`config.mk`:
```
export PLATFORM = sky130hd
export DESIGN_NAME = mux_rr_scheduler
export DESIGN_NICKNAME = d
export VERILOG_FILES = /design/src/rtl/mux_rr_scheduler.sv
export SDC_FILE = /design/constraint.sdc
export NUM_CORES = 1
export LEC_CHECK = 0
export ABC_AREA = 1
export BUFFER_PORTS_ARGS = -buffer_cell sky130_fd_sc_hd__buf_2
export CAP_MARGIN = 10
export CORE_ASPECT_RATIO = 1.25
export CORE_UTILIZATION = 48
export CTS_CLUSTER_SIZE = 25
export DETAILED_ROUTE_END_ITERATION = 7
export GPL_ROUTABILITY_DRIVEN = 1
export PLACE_DENSITY_LB_ADDON = 0.3
export SLEW_MARGIN = 5
export SYNTH_ARGS = -nofsm -noshare
export SYNTH_HDL_FRONTEND = slang
export SYNTH_SLANG_ARGS = --single-unit
```
`constraint.sdc`:
```
create_clock -name clk -period 1.7 [get_ports clk]
set_input_delay 0.34 -clock clk [delete_from_list [all_inputs] [get_ports clk]]
set_output_delay 0.34 -clock clk [all_outputs]
set_load 0.01 [all_outputs]
```
`src/rtl/mux_rr_scheduler.sv`:
```
// rtl/mux_rr_scheduler.sv - round-robin burst scheduler in front of an N-way data mux
//
// Purpose: grants one of N requesters ownership of a W-bit output mux for
// up to BURST beats, then returns to IDLE for one cycle and re-arbitrates
// starting just after the previous owner.
//
// Ports:
//   clk        - clock, all state changes on the rising edge
//   rst        - synchronous active-high reset
//   req        - [N-1:0] per-requester "beat available"
//   in_data    - [N*W-1:0] requester i data on bits [i*W +: W]
//   out_ready  - downstream accepts the presented beat
//   out_valid  - a beat is presented on out_data
//   out_data   - [W-1:0] granted requester's data, 0 when not valid
//   ack        - [N-1:0] one-hot pulse to the requester whose beat transferred
//   grant      - [N-1:0] registered one-hot owner, 0 when idle
//   select     - [m-1:0] registered mux select, holds last owner when idle

module mux_rr_scheduler #(
  parameter int N     = 4,
  parameter int m     = 2,
  parameter int W     = 4,
  parameter int BURST = 2
) (
  input  logic             clk,
  input  logic             rst,
  input  logic [N-1:0]     req,
  input  logic [N*W-1:0]   in_data,
  input  logic             out_ready,
  output logic             out_valid,
  output logic [W-1:0]     out_data,
  output logic [N-1:0]     ack,
  output logic [N-1:0]     grant,
  output logic [m-1:0]     select
);

  localparam int            CW        = $clog2(BURST + 1);
  localparam logic [CW-1:0] LAST_BEAT = CW'(BURST - 1);
  localparam logic [m-1:0]  LAST_IDX  = m'(N - 1);

  typedef enum logic {IDLE, GRANT} state_t;

  state_t          state;
  logic [m-1:0]    ptr;
  logic [CW-1:0]   beat;

  logic            found;
  logic [m-1:0]    pick;
  logic [m:0]      cand;
  logic            xfer;
  logic [m-1:0]    next_ptr;

  // Search from ptr upward, wrapping at N (not at 2**m) so non-power-of-two
  // N never produces an out-of-range index.
  always_comb begin
    found = 1'b0;
    pick  = ptr;
    cand  = '0;
    for (int k = 0; k < N; k++) begin
      cand = {1'b0, ptr} + (m+1)'(k);
      if (cand >= (m+1)'(N)) begin
        cand = cand - (m+1)'(N);
      end
      if (!found && req[cand[m-1:0]]) begin
        found = 1'b1;
        pick  = cand[m-1:0];
      end
    end
  end

  always_comb begin
    out_valid = (state == GRANT) && req[select];
    out_data  = out_valid ? in_data[select*W +: W] : '0;
    xfer      = out_valid && out_ready;
    // grant is the one-hot of select while in GRANT and 0 in IDLE
    ack       = xfer ? grant : '0;
    next_ptr  = (select == LAST_IDX) ? '0 : select + 1'b1;
  end

  always_ff @(posedge clk) begin
    if (rst) begin
      state  <= IDLE;
      ptr    <= '0;
      select <= '0;
      grant  <= '0;
      beat   <= '0;
    end else begin
      case (state)
        IDLE: begin
          if (found) begin
            select <= pick;
            grant  <= {{(N-1){1'b0}}, 1'b1} << pick;
            beat   <= '0;
            state  <= GRANT;
          end
        end
        GRANT: begin
          if (!req[select]) begin
            // owner dropped its request: release without a transfer
            state <= IDLE;
            grant <= '0;
            ptr   <= next_ptr;
          end else if (out_ready) begin
            if (beat == LAST_BEAT) begin
              state <= IDLE;
              grant <= '0;
              ptr   <= next_ptr;
            end else begin
              beat <= beat + 1'b1;
            end
          end
        end
        default: begin
          state <= IDLE;
          grant <= '0;
        end
      endcase
    end
  end

endmodule

```
==> key figures <==
Worst setup path
  – Largest stage delay on the critical path: 0.39 ns
  – CP cell instances: buf_8 > clkinvlp_4 > o21ai_2 > a21oi_2 > buf_2
  – CP Capture Type: primary output
  – R2R Path Start: ptr[0]
  – Worst r2r path cells: 11
  – Buf/Inv on CP: 3
  – Worst-path maximum fanout: 8
  – Critical path launch point type: flop
  – Reg2Reg Setup Slack: 0.07 ns
  – Critical Path AT: approximately 1.5 ns
  – Critical path depth in cells: 5
  – Critical Path RT: 1.36 ns
  – R2r endpoint: grant[2]
  – Setup CP Type: reg -> out
  – Worst path top cell family by delay: buffers and inverters
  – Slowest CP cell: dfxtp_4

Yosys
  – Synth top area share: 21.60%
  – Seq/Total Area, Yosys: 19.80%
  – Synthesis-stage register bit count: 11
  – Ys async rst share: 0%
  – Syn Std Cell Area: 1112 µm²
  – Yosys top cell by area: nand2_1
  – Number of enable flip-flop cells after synthesis: 0
  – Largest cells by area after synthesis: nand2_1 22%, dfxtp_1 20%, nor2_1 9.4%
  – Most used DFF post-synth: dfxtp_1
  – Synthesized area per cell: 5.646 µm²
  – Synthesized Nets: ~220
  – Mapped Cells: 197
  – Syn. warnings: 0
  – Synth cell types: 23

Finish
  – # fillers: 191
  – Register Area: 231.5 µm²
  – Proportion of layout cells with a drive suffix above 1: 45.06%
  – Multi-input gate area: 888.4 µm²
  – Final Core Density: 75.40%
  – Final nets: around 280
  – Diodes inserted: 0
  – Area growth, synth to finish: 48.26%

Worst hold path
  – Worst hold path type: in -> reg
  – Hold Startpoint: rst
  – Number of cells on the worst hold path: 2
  – Worst Hold Endpoint: grant[0]

Placement
  – Setup slack at placement: -0.002020 ns
  – Detailed Place HPWL: 2162 µm
  – Final Wtd Congestion: between 0.8 and 0.9
  – Buffers on Ports: 37

Power
  – Leak Pwr: 0.8363 nW
  – Switching portion of total power: 53.48%
  – Psw: 0.001519 W
  – Worst vdd ir: around 1.2 mV
  – Clock power share: 6.3%
  – PwrDens: around 1700 nW/µm²
  – Pwr Total: 0.002840 W
  – Share of power burned in registers: 16.1%
  – Combinational power share: 77.6%
  – Internal Power: 0.001321 W

GRT
  – Vias in the first global route: between 1000 and 1500
  – GRT Util Overall: 24.13%
  – Grt ovf: 0
  – Initial antenna violation count: 0
  – First-pass GRT wire length: 4726 µm
  – Largest net degree at the start of global routing: 14

STA
  – Slew Viols, Final: 0
  – Relative slew slack: 76.09%
  – Worst Tran Pin Value: ~0.36 ns
  – Fin Clk Skew: 0.001773 ns
  – Fin crit period: 1.802 ns
  – Setup TNS: -0.3846 ns
  – Final Hold Viols: 0
  – Fmax achieved: 554.8 MHz
  – Fin worst setup slack: -0.1024 ns
  – Final period utilization: 106.0%
  – Final setup fails: 8
  – Unrepaired setup endpoints after global routing: yes

Routing
  – Via count: 1448
  – Drt initial violations: 51
  – Drt total wl: 3592 µm
  – Vias per cell: ~5.1
  – Pre-antenna DRT Iters: 5
  – Met2 Routed Length: 1903 µm
  – Met1 wire length: ~1400 µm
  – Wire length per cell: 12.65 µm
  – Top Metal Used: met4
  – Residual DRC count: 0
  – Routed Antenna Nets: 0
  – WL met3: 141 µm

Clock network
  – Clock latency on the worst-skew pair: 0.27 ns
  – CTS sink cnt: 11
  – CTS H-tree depth: 1
  – Num CTS Buffers: 3
  – Root buf cell: clkbuf_4
  – Max Root-Sink Buffers: 2
  – CTS tree: done
  – Reg clk slew, reported paths: 0.07 ns

Run status
  – Failing checks: negative setup slack
  – Status: finished, violations left

Die
  – Standard-cell rows: 19
  – Initial Utilization: between 50% and 60%
  – Core area: 2187 µm²
  – Num ports: 38
  – Die width: 45.06 µm
  – Die outline area: 2515 µm²
  – Die Y: 55.82 µm

Run
  – Max-Cap Viols: 0
[repair_timing]
action,in CTS,in global routing
setup endpoints to repair,12,17
cloned,0,1
pin swaps,2,15
buffers inserted,1,6
resized for setup,23,34
hold buffers,0,0
[cell families after synthesis]
group	synth area share, %
AND/OR/NAND/NOR	50.95
adder cells (fa/ha/maj)	2.249
buffers and inverters	11.25
flip-flops	19.80
AO/OA/AOI/OAI	15.75
[cells in the final DEF, fill, tap and decap left out, drive strengths merged]
cell type  count
inv           21
a211oi         1
clkbuf         5
buf           56
nor2          33
nand3         19
nand4          3
ha             2
o21ai         14
a21oi         15
nand2         72
clkinvlp       1
dfxtp         11
[worst max path at each step]
stage	from	endpoint	slack (ns)
2_1_floorplan	select[0]	ack[0]	0.09
3_3_place_gp	ptr[0]	grant[3]	0.03
3_5_place_dp	ptr[0]	select[1]	-0.002
4_1_cts	select[0]	out_data[1]	-0.03
5_1_grt	select[0]	out_data[0]	-0.14
6_report	select[0]	out_data[0]	-0.10
[layer usage]
| metal | global-route usage (%) | up-vias |
|---|---|---|
| met3 | 0.9740 | 11 |
| met5 | 0 | - |
| met1 | 30.28 | 642 |
| li1 | - | 739 |
| met4 | 7.792 | 0 |
| met2 | 42.44 | 56 |
[registers in the layout, indices dropped and copies added (netlist names)]
signal and count:
grant 4, beat 2, ptr 2, select 2, state 1
[through the flow]
step	cells	area, µm²	hold WS, ns
floorplan	197	1112	0.4325
global placement	272	1389	0.4566
detailed placement	272	1389	0.4672
CTS	277	1461	0.3541
global route	284	1649	0.3681
finish	284	1649	0.3660
[worst reg2reg max path, cell delays in order, from the launching register on]
cell     delay, ns
dfxtp_4       0.37
buf_6         0.14
nand2_1       0.07
nand2_2       0.07
nand2_2       0.08
nand2_4       0.08
nor2_4        0.15
nand2_4       0.08
o21ai_4       0.25
nor2_2        0.09
nand2_1       0.09
a21oi_2       0.05
[layout make-up]
type,instances,area share [%]
inverter,22,5.842
tap,31,2.352
clock buffer,4,1.593
multi-input combinational,159,53.87
sequential,11,14.04
timing repair buffer,57,22.31
[Yosys cell counts (2+ instances only)]
master and count:
nor2_2 2, inv_1 19, o21ai_0 12, a21oi_2 3, nand4_1 2, nand2_1 64
dfxtp_1 11, nand3_1 19, a21oi_1 12, inv_2 2, nand2_2 7, nor2_1 28
ha_1 2, clkbuf_1 2, nor2_4 3, buf_6 2
[power groups by stage]
stage	combinational, W	clock [W]	sequential, W
2_1_floorplan	0.00121	0	0.000444
3_3_place_gp	0.00169	0	0.000433
5_1_grt	0.00240	0.000191	0.000470
4_1_cts	0.00178	0.000178	0.000436
3_5_place_dp	0.00169	0	0.000433
6_report	0.00220	0.000179	0.000458
Power figures use the tool's default switching activity.
